===== config.mk =====
export PLATFORM = sky130hd
export DESIGN_NAME = wb_slave_mem
export DESIGN_NICKNAME = d
export VERILOG_FILES = /design/src/rtl/wb_pkg.sv /design/src/rtl/wb_slave_mem_ram.sv /design/src/rtl/wb_slave_mem.sv
export SDC_FILE = /design/constraint.sdc
export NUM_CORES = 1
export LEC_CHECK = 0
export ABC_AREA = 1
export CAP_MARGIN = 20
export CORE_ASPECT_RATIO = 0.8
export CORE_MARGIN = 3
export CORE_UTILIZATION = 60
export DETAILED_ROUTE_END_ITERATION = 8
export HOLD_SLACK_MARGIN = 0.02
export PLACE_DENSITY = 0.88
export SLEW_MARGIN = 10
export SYNTH_ARGS = -nofsm -noshare
export SYNTH_HDL_FRONTEND = slang
export SYNTH_SLANG_ARGS = --single-unit

===== constraint.sdc =====
create_clock -name clk_i -period 2.9 [get_ports clk_i]
set_clock_uncertainty 0.05 [all_clocks]
set_input_delay 0.725 -clock clk_i [delete_from_list [all_inputs] [get_ports clk_i]]
set_output_delay 0.725 -clock clk_i [all_outputs]
set_load 0.01 [all_outputs]

===== src/rtl/wb_pkg.sv =====
// Shared Wishbone definitions: slave FSM state encoding and select-width helper.
package wb_pkg;

  typedef enum logic [1:0] {
    IDLE,
    WAIT,
    RESP
  } wb_slave_state_t;

  function automatic int wb_sel_width(input int data_width, input int granule);
    return data_width / granule;
  endfunction

endpackage


===== src/rtl/wb_slave_mem_ram.sv =====
// Synchronous single-port RAM with per-lane write enables and registered read data.
module wb_slave_mem_ram #(
  parameter int DATA_WIDTH = 32,
  parameter int GRANULE    = 8,
  parameter int DEPTH      = 16,
  parameter int SEL_WIDTH  = 4,
  parameter int IDX_WIDTH  = 4
) (
  input  logic                  clk_i,
  input  logic [IDX_WIDTH-1:0]  addr,
  input  logic [SEL_WIDTH-1:0]  we,
  input  logic [DATA_WIDTH-1:0] wdata,
  output logic [DATA_WIDTH-1:0] rdata
);

  logic [DATA_WIDTH-1:0] mem [DEPTH];

  always_ff @(posedge clk_i) begin
    for (int unsigned k = 0; k < SEL_WIDTH; k++) begin
      if (we[k]) begin
        mem[addr][k*GRANULE +: GRANULE] <= wdata[k*GRANULE +: GRANULE];
      end
    end
    rdata <= mem[addr];
  end

endmodule


===== src/rtl/wb_slave_mem.sv =====
// Wishbone classic slave memory with programmable wait states and byte-lane writes.
// Define WB_SLAVE_MEM_ERR_EN to terminate out-of-range or misaligned accesses with err_o.
module wb_slave_mem
  import wb_pkg::*;
#(
  parameter int                    ADDR_WIDTH  = 16,
  parameter int                    DATA_WIDTH  = 32,
  parameter int                    GRANULE     = 8,
  parameter logic [ADDR_WIDTH-1:0] BASE_ADDR   = 16'h2000,
  parameter int                    DEPTH       = 16,
  parameter int                    WAIT_STATES = 0
) (
  input  logic                                           clk_i,
  input  logic                                           rst_i,
  input  logic                                           cyc_i,
  input  logic                                           stb_i,
  input  logic                                           we_i,
  input  logic [ADDR_WIDTH-1:0]                          adr_i,
  input  logic [DATA_WIDTH-1:0]                          dat_i,
  input  logic [wb_sel_width(DATA_WIDTH, GRANULE)-1:0]   sel_i,
  output logic [DATA_WIDTH-1:0]                          dat_o,
  output logic                                           ack_o,
  output logic                                           err_o
);

  localparam int SEL_WIDTH = wb_sel_width(DATA_WIDTH, GRANULE);
  localparam int IDX_WIDTH = $clog2(DEPTH);
  localparam int OFF_WIDTH = $clog2(DATA_WIDTH / 8);

  wb_slave_state_t state, state_n;
  logic [3:0] cnt, cnt_n;
  logic       latch, ram_wr, ack_n, err_n, resp_err;

  logic                  req_we;
  logic [ADDR_WIDTH-1:0] req_adr;
  logic [DATA_WIDTH-1:0] req_dat;
  logic [SEL_WIDTH-1:0]  req_sel;

  logic [IDX_WIDTH-1:0]  ram_addr;
  logic [DATA_WIDTH-1:0] ram_rdata;

  // Out-of-range indices wrap modulo DEPTH through the truncating cast.
  function automatic logic [IDX_WIDTH-1:0] word_idx(input logic [ADDR_WIDTH-1:0] a);
    logic [ADDR_WIDTH-1:0] off;
    off = a - BASE_ADDR;
    return IDX_WIDTH'(off >> OFF_WIDTH);
  endfunction

`ifdef WB_SLAVE_MEM_ERR_EN
  localparam logic [ADDR_WIDTH-1:0] OFF_MASK = ADDR_WIDTH'((1 << OFF_WIDTH) - 1);
  logic [ADDR_WIDTH-1:0] req_off;
  assign req_off  = req_adr - BASE_ADDR;
  assign resp_err = (req_adr < BASE_ADDR)
                  || ((req_off >> OFF_WIDTH) >= ADDR_WIDTH'(DEPTH))
                  || ((req_off & OFF_MASK) != '0);
`else
  assign resp_err = 1'b0;
`endif

  // Read address follows the bus while idle so registered read data is ready by RESP.
  assign ram_addr = (state == IDLE) ? word_idx(adr_i) : word_idx(req_adr);

  wb_slave_mem_ram #(
    .DATA_WIDTH (DATA_WIDTH),
    .GRANULE    (GRANULE),
    .DEPTH      (DEPTH),
    .SEL_WIDTH  (SEL_WIDTH),
    .IDX_WIDTH  (IDX_WIDTH)
  ) u_ram (
    .clk_i (clk_i),
    .addr  (ram_addr),
    .we    ({SEL_WIDTH{ram_wr}} & req_sel),
    .wdata (req_dat),
    .rdata (ram_rdata)
  );

  always_comb begin
    state_n = state;
    cnt_n   = cnt;
    latch   = 1'b0;
    ram_wr  = 1'b0;
    ack_n   = 1'b0;
    err_n   = 1'b0;
    unique case (state)
      IDLE: begin
        if (cyc_i && stb_i) begin
          latch   = 1'b1;
          cnt_n   = 4'(WAIT_STATES);
          state_n = (WAIT_STATES > 0) ? WAIT : RESP;
        end
      end
      WAIT: begin
        if (!(cyc_i && stb_i)) begin
          state_n = IDLE;
          cnt_n   = '0;
        end else if (cnt == 4'd1) begin
          state_n = RESP;
          cnt_n   = '0;
        end else begin
          cnt_n = cnt - 4'd1;
        end
      end
      RESP: begin
        state_n = IDLE;
        err_n   = resp_err;
        ack_n   = !resp_err;
        ram_wr  = req_we && !resp_err;
      end
      default: state_n = IDLE;
    endcase
  end

  always_ff @(posedge clk_i or posedge rst_i) begin
    if (rst_i) begin
      state   <= IDLE;
      cnt     <= '0;
      ack_o   <= 1'b0;
      err_o   <= 1'b0;
      dat_o   <= '0;
      req_we  <= 1'b0;
      req_adr <= '0;
      req_dat <= '0;
      req_sel <= '0;
    end else begin
      state <= state_n;
      cnt   <= cnt_n;
      ack_o <= ack_n;
      err_o <= err_n;
      if (latch) begin
        req_we  <= we_i;
        req_adr <= adr_i;
        req_dat <= dat_i;
        req_sel <= sel_i;
      end
      if (state == RESP) begin
        if (resp_err) begin
          dat_o <= '0;
        end else if (!req_we) begin
          dat_o <= ram_rdata;
        end
      end
    end
  end

endmodule


---- After elaboration in Yosys (flattened, before gate mapping) ----
Memories as Yosys holds them, arrays and structs flattened. A register that Yosys moved wholly into a read port is not among the register bits.
Cells that the tools add are included.
cells by class
  $add $sub $neg .......................... 3
  eq/ne operators ......................... 5
  multiplexer cells ....................... 21
  bitwise gates (word level) .............. 2
  reductions and logical operators ........ 6
operators with widths
  cell                                                                     number
  4-bit 2-to-1 mux                                                         4
  1-bit 2-to-1 mux                                                         12
  6-bit by 1-bit subtractor with 6-bit output, second input constant       2
  4-bit case mux with 2 select lines                                       1
  2-bit 2-to-1 mux                                                         3
  2-bit AND reduction                                                      3
  4-bit bitwise AND                                                        1
  4-bit by 1-bit == test with 1-bit output, second input constant          1
  2-bit case mux with 2 select lines                                       1
  4-bit by 1-bit subtractor with 4-bit output, second input constant       1
  3-bit inequality test, second input constant                             1
  2-bit by 1-bit == test with 1-bit output, second input constant          1
  2-bit == test, second input constant                                     1
  2-bit zero test                                                          1
  2-bit by 1-bit inequality test with 1-bit output, second input constant  1
  2-bit nonzero test                                                       1
  1-bit logical AND                                                        1
  1-bit NOT                                                                1
storage, ports and cells
  bits in registers ....................... 82
  RAM bits ................................ 512
  input port bits ......................... 57
  output and inout port bits .............. 34
  memories kept ........................... 1
memories
  name       depth  bits a word  read ports  clocked after memory_dff  wr ports  RTL line                RTL
  u_ram.mem  16     32           1           1                         1         wb_slave_mem_ram.sv:16  logic [DATA_WIDTH-1:0] mem [DEPTH];

---- Logic depth before layout (Yosys ltp) ----
  depth after elaboration ................. 5
  mapped depth ............................ 13
  mapped depth without buffers ............ 11

---- By module ----
From an unflattened synthesis, not the netlist that was laid out.
second synthesis, totals
  cell total of the unflattened synthesis .. 2535
  area total of the unflattened synthesis .. 25503.2 µm²
by module, submodules not included
  module            instances  cells an instance  area an instance (µm²)  sequential area each (µm²)
  wb_slave_mem_ram  1          2184               22400.2                 16015.4
  wb_slave_mem      1          351                3103.0                  1876.8

---- Least setup slack after synthesis ----
OpenSTA, ideal clock, no wires.
  kind .................................... input-to-reg
  start ................................... input adr_i[3]
  end ..................................... memory u_ram.mem[11][0], enable pin
  arrival ................................. 1.940 ns
  setup slack ............................. 0.540 ns
  cell stages on the path ................. 8
  cell sequence ........................... inv_1 > o21ai_2 > inv_2 > buf_2 > buf_2 > nor2_2 > nand2_1 > nor2_1
on the way
  longest elaborated chain between the ends .. 2
RTL lines
  what                                         RTL line                RTL
  from (decl)                                  wb_slave_mem.sv:18      input logic [ADDR_WIDTH-1:0] adr_i,
  6-bit by 1-bit subtractor with 6-bit output  wb_slave_mem.sv:45      off = a - BASE_ADDR;
  4-bit 2-to-1 mux                             wb_slave_mem.sv:61      assign ram_addr = (state == IDLE) ? word_idx(adr_i) : word_idx(req_adr);
  to (decl)                                    wb_slave_mem_ram.sv:16
No other way between the ends.

---- Final worst setup path ----
  start ................................... register state[1]
  end ..................................... memory u_ram.mem[0][26], enable pin
on the way
  longest elaborated chain between the ends .. 5
  elaborated cells between the ends (all ways) .. 7
  classes of those cells .................. eq/ne (1); mux (4); bitwise (1); reduce/logical (1)
RTL lines
  what                                    RTL line                RTL
  from (decl)                             wb_slave_mem.sv:30      wb_slave_state_t state, state_n;
  from (signal assigned)                  wb_slave_mem.sv:125     state <= state_n;
  2-bit == test                           wb_slave_mem.sv:84      unique case (state)
  1-bit 2-to-1 mux                        wb_slave_mem.sv:84
  4-bit bitwise AND                       wb_slave_mem.sv:72      .we ({SEL_WIDTH{ram_wr}} & req_sel),
  1-bit 2-to-1 mux                        wb_slave_mem_ram.sv:20  if (we[k]) begin
  1-bit 2-to-1 mux (not written as such)  wb_slave_mem_ram.sv:21  mem[addr][k*GRANULE +: GRANULE] <= wdata[k*GRANULE +: GRANULE];
Parallel ways exist; a longest one is shown, timed or not.

==> Flow_metrics.wiki <==
{| class="wikitable"
! Metric !! Value
|-
| Run status || finished clean
|-
| WL final || 64,200 um
|-
| Total Nets Final || approximately 2,600
|-
| Remaining antenna violation count || 0
|-
| Cell area after technology mapping || 0.0256 mm2
|-
| End-of-flow core utilization || 69.9%
|-
| Global-route track usage on met2 || a little under half
|-
| Time the worst path needs with I/O delays and setup || roughly 2.8 ns
|-
| Category of the most critical setup path || flop to flop
|-
| Internal || between 15,000 and 20,000 uW
|-
| Total power per unit cell area || 703 mW/mm2
|-
| CTS tree || built
|-
| Clk buf depth || 3
|-
| Initial core utilization || about three fifths
|-
| Number of buffers created by CTS || 56
|-
| DR vias || around 19,000
|-
| Combinational Power Share || 10.8%
|-
| Met3 Use GR || around 5.0%
|-
| Reg2Reg Setup Slack || between 0.1 and 0.15 ns
|-
| Final cycle utilization of the critical path || between 90% and 100%
|-
| Maximum number of pins on one net before global-route repair || 152
|-
| Number of setup violations in the final report || 0
|-
| GR Util All Layers || roughly 28%
|-
| Startpoint Class || flop
|-
| Overflow after GRT || 0
|-
| Proportion of power drawn by the clock network || a little under two fifths
|-
| Post-cts resize count || 0
|-
| Unique cell type count in the Yosys netlist || 22
|-
| Top-level I/O count || 91
|-
| Die outline area || 0.0452 mm2
|-
| Syn_area_per_cell || ~10 um2
|-
| Total negative slack || 0 ns
|-
| Sequential share of the synthesized area || between 60% and 70%
|-
| Horizontal die dimension || approximately 240 um
|-
| Gate count of the mapped netlist || 2,467
|-
| Unrepaired setup endpoints after global routing || false
|-
| Data arrival time at the worst-slack endpoint || a little over 3 ns
|-
| DRC violations left || 0
|-
| Most heavily used metal layer in global routing || met2
|-
| Core area || 0.0420 mm2
|-
| WHS Path Cells || 1
|-
| Critical register-to-register path endpoint || u_ram.mem[0][26]$_DFFE_PP_
|-
| Remaining max-slew budget at the tightest pin || approximately 44%
|-
| Met1 Resource Use GR || between 30% and 40%
|-
| Number of storage elements in the synthesis netlist || about 620
|-
| Transition at the pin with the smallest max-transition slack || around 0.83 ns
|-
| Synth-to-Final Area Change || 14.6%
|-
| Skew-Pair Late Insertion Delay || ~0.61 ns
|-
| Top achievable clock speed || between 0.3 and 0.4 GHz
|-
| Worst-case reg-to-reg path depth || 9
|-
| Source of the worst register-to-register timing path || state[1]$_DFFE_PP0P_
|-
| Largest area contributor in the synthesized netlist || sky130_fd_sc_hd__edfxtp_1
|-
| DRT Pass-1 Iters || 7
|-
| Total number of placement rows || 67
|-
| Critical path buffers and inverters || 4
|-
| Worst hold path startpoint || u_ram.rdata[24]$_DFF_P_
|-
| Leakage power || about 0.012 uW
|-
| Share of the synthesized area in the top cell type || approximately three fifths
|-
| Peak fanout along the critical path || 9
|-
| Largest stage delay, worst path || 0.72 ns
|-
| Number of antenna violations at the first check in global routing || 0
|-
| Count of max-cap constraint violations || 0
|-
| Crit-path leading delay family || simple AND/OR/NAND/NOR gates
|-
| Average wire per standard cell || 20.2 um
|-
| Vertical die dimension || 191 um
|-
| Number of buffers inserted by post-CTS setup repair || 0
|-
| Net Count, Synth || 2,524
|-
| Switching component of the power || ~5200 uW
|-
| HPWL after detailed placement || between 30,000 and 40,000 um
|-
| Endpoint type of the worst setup path || flop
|-
| Quantity of I/O buffers inserted on ports || 77
|-
| VDD IR-drop max || about 0.00056 V
|-
| Required time of the worst setup path || 3.17 ns
|-
| H-tree lvl count || 2
|-
| Register share of total power || ~52%
|-
| Final number of max-transition violations || 0
|-
| Clock-pin transition on the worst setup and hold timing paths || approximately 0.070 ns
|-
| Detailed router's first-iteration violation count || ~2,800
|-
| Switching Fraction || around a quarter
|-
| Final RePlAce weighted congestion || 0.863
|-
| First-pass GRT wire length || roughly 98,000 um
|-
| CTS root buffer || sky130_fd_sc_hd__clkbuf_16
|-
| Number of buffers added to fix hold violations after cts || 0
|-
| Top cells by area in the synthesized netlist || sky130_fd_sc_hd__edfxtp_1, sky130_fd_sc_hd__nand2_1, sky130_fd_sc_hd__dfrtp_1
|-
| Yosys warning total || 0
|-
| Via count of the first global-routing pass || ~18,000
|-
| Sink count of the clock tree || roughly 620
|-
| Inserted Diodes || 0
|-
| Vias/cell || 5.85
|-
| Proportion of layout cells with a drive suffix above 1 || roughly 10%
|-
| Total stage count of the critical path || 9
|-
| Classification of the worst-slack hold path || flop to flop
|-
| Number of endpoints with negative hold slack in the final report || 0
|-
| Master of the slowest instance on the critical path || sky130_fd_sc_hd__dfrtp_1
|-
| Cells along the critical path || inv_2, or2_1, o21ai_2, inv_2, nor2_4, nand2_1, buf_4, nor2_1, buf_4
|-
| Endpoint, Worst Hold || dat_o[24]$_DFFE_PP0P_
|}
cell type report:
cell class | count | area (um2)
inverter | 74 | 283
sequential | 619 | 17900
clock inverter | 33 | 307
clock buffer | 72 | 1620
timing repair buffer | 186 | 1730
tap | 552 | 691
fill | 2712 | 12700
multi-input combinational | 1635 | 6820
stage by stage:
stage	power [uW]	hold WS, ns	cell area (um2)	cells	worst slack, ns
after global routing	21200	0.420	29300	3171	0.106
after floorplan	12000	0.367	25600	2467	0.215
final	20600	0.398	29300	3171	0.105
after CTS	20600	0.398	29300	3171	0.253
after detailed placement	13100	0.378	27400	3066	-0.0270
after global placement	13000	0.378	27400	3066	0.0437
power by group through the flow:
stage | Combinational [uW] | Sequential, uW | Clock, uW
6_report | 2230 | 10700 | 7650
5_1_grt | 2430 | 10800 | 8020
4_1_cts | 2210 | 10700 | 7680
3_5_place_dp | 2170 | 10900 | 0
3_3_place_gp | 2090 | 10900 | 0
2_1_floorplan | 1220 | 10800 | 0
worst reg2reg max path, stage by stage (launching register included):
cell and delay [ns]:
sky130_fd_sc_hd__dfrtp_1 0.72, sky130_fd_sc_hd__inv_2 0.26, sky130_fd_sc_hd__or2_1 0.29, sky130_fd_sc_hd__o21ai_2 0.10
sky130_fd_sc_hd__inv_2 0.10, sky130_fd_sc_hd__nor2_4 0.17, sky130_fd_sc_hd__nand2_1 0.22, sky130_fd_sc_hd__buf_4 0.21
sky130_fd_sc_hd__nor2_1 0.15, sky130_fd_sc_hd__buf_4 0.22
per-layer routing:
layer,vias to the layer above,wire (um)
met4,0,2610
met2,1216,30400
met1,8832,24000
li1,8299,-
met3,211,7150
met5,-,0
cells in the mapped netlist (all sizes together):
cell and n:
inv 74, nand3 261, o21ai 6, clkbuf 46
edfxtp 512, or2 2, dfxtp 32, dfrtp 75
conb 1, mux2 32, nand2 1261, buf 93
nor2 72
registers in the layout, summed over array words and instances (netlist names):
| signal | flops |
|---|---|
| req_sel | 4 |
| req_dat | 32 |
| req_we | 1 |
| ack_o | 1 |
| dat_o | 32 |
| u_ram.mem | 512 |
| req_adr | 4 |
| u_ram.rdata | 32 |
| state | 1 |
worst max-delay path by stage:
stage                         startpoint  slack [ns]                         end
global route        state[1]$_DFFE_PP0P_        0.11  u_ram.mem[0][25]$_DFFE_PP_
global placement                adr_i[3]        0.04     u_ram.rdata[20]$_DFF_P_
floorplan                          rst_i        0.22             ack_o$_DFF_PP0_
CTS                 state[1]$_DFFE_PP0P_        0.25  u_ram.mem[0][26]$_DFFE_PP_
finish              state[1]$_DFFE_PP0P_        0.10  u_ram.mem[0][26]$_DFFE_PP_
detailed placement              adr_i[3]       -0.03     u_ram.rdata[23]$_DFF_P_
logic make-up after synthesis:
logic type             synth area share (%)
AO/OA/AOI/OAI                         0.161
buffers and inverters                  3.60
AND/OR/NAND/NOR                        24.9
flip-flops                             69.9
other                                0.0147
multiplexers                           1.41
cell usage in the layout (no fill, tap or decap), types with 4 or more instances in the layout:
cell type                         count
sky130_fd_sc_hd__nand2_1           1258
sky130_fd_sc_hd__edfxtp_1           512
sky130_fd_sc_hd__nand3_1            260
sky130_fd_sc_hd__buf_4               98
sky130_fd_sc_hd__clkdlybuf4s50_1     77
sky130_fd_sc_hd__dfrtp_1             75
sky130_fd_sc_hd__inv_1               68
sky130_fd_sc_hd__nor2_1              66
sky130_fd_sc_hd__clkbuf_16           61
sky130_fd_sc_hd__dfxtp_1             32
sky130_fd_sc_hd__mux2_2              31
sky130_fd_sc_hd__clkinv_2            11
sky130_fd_sc_hd__buf_12              11
sky130_fd_sc_hd__inv_6                7
sky130_fd_sc_hd__clkbuf_1             6
sky130_fd_sc_hd__clkbuf_8             5
sky130_fd_sc_hd__inv_4                4
sky130_fd_sc_hd__clkinvlp_4           4
(Power assumes the default switching activity.)
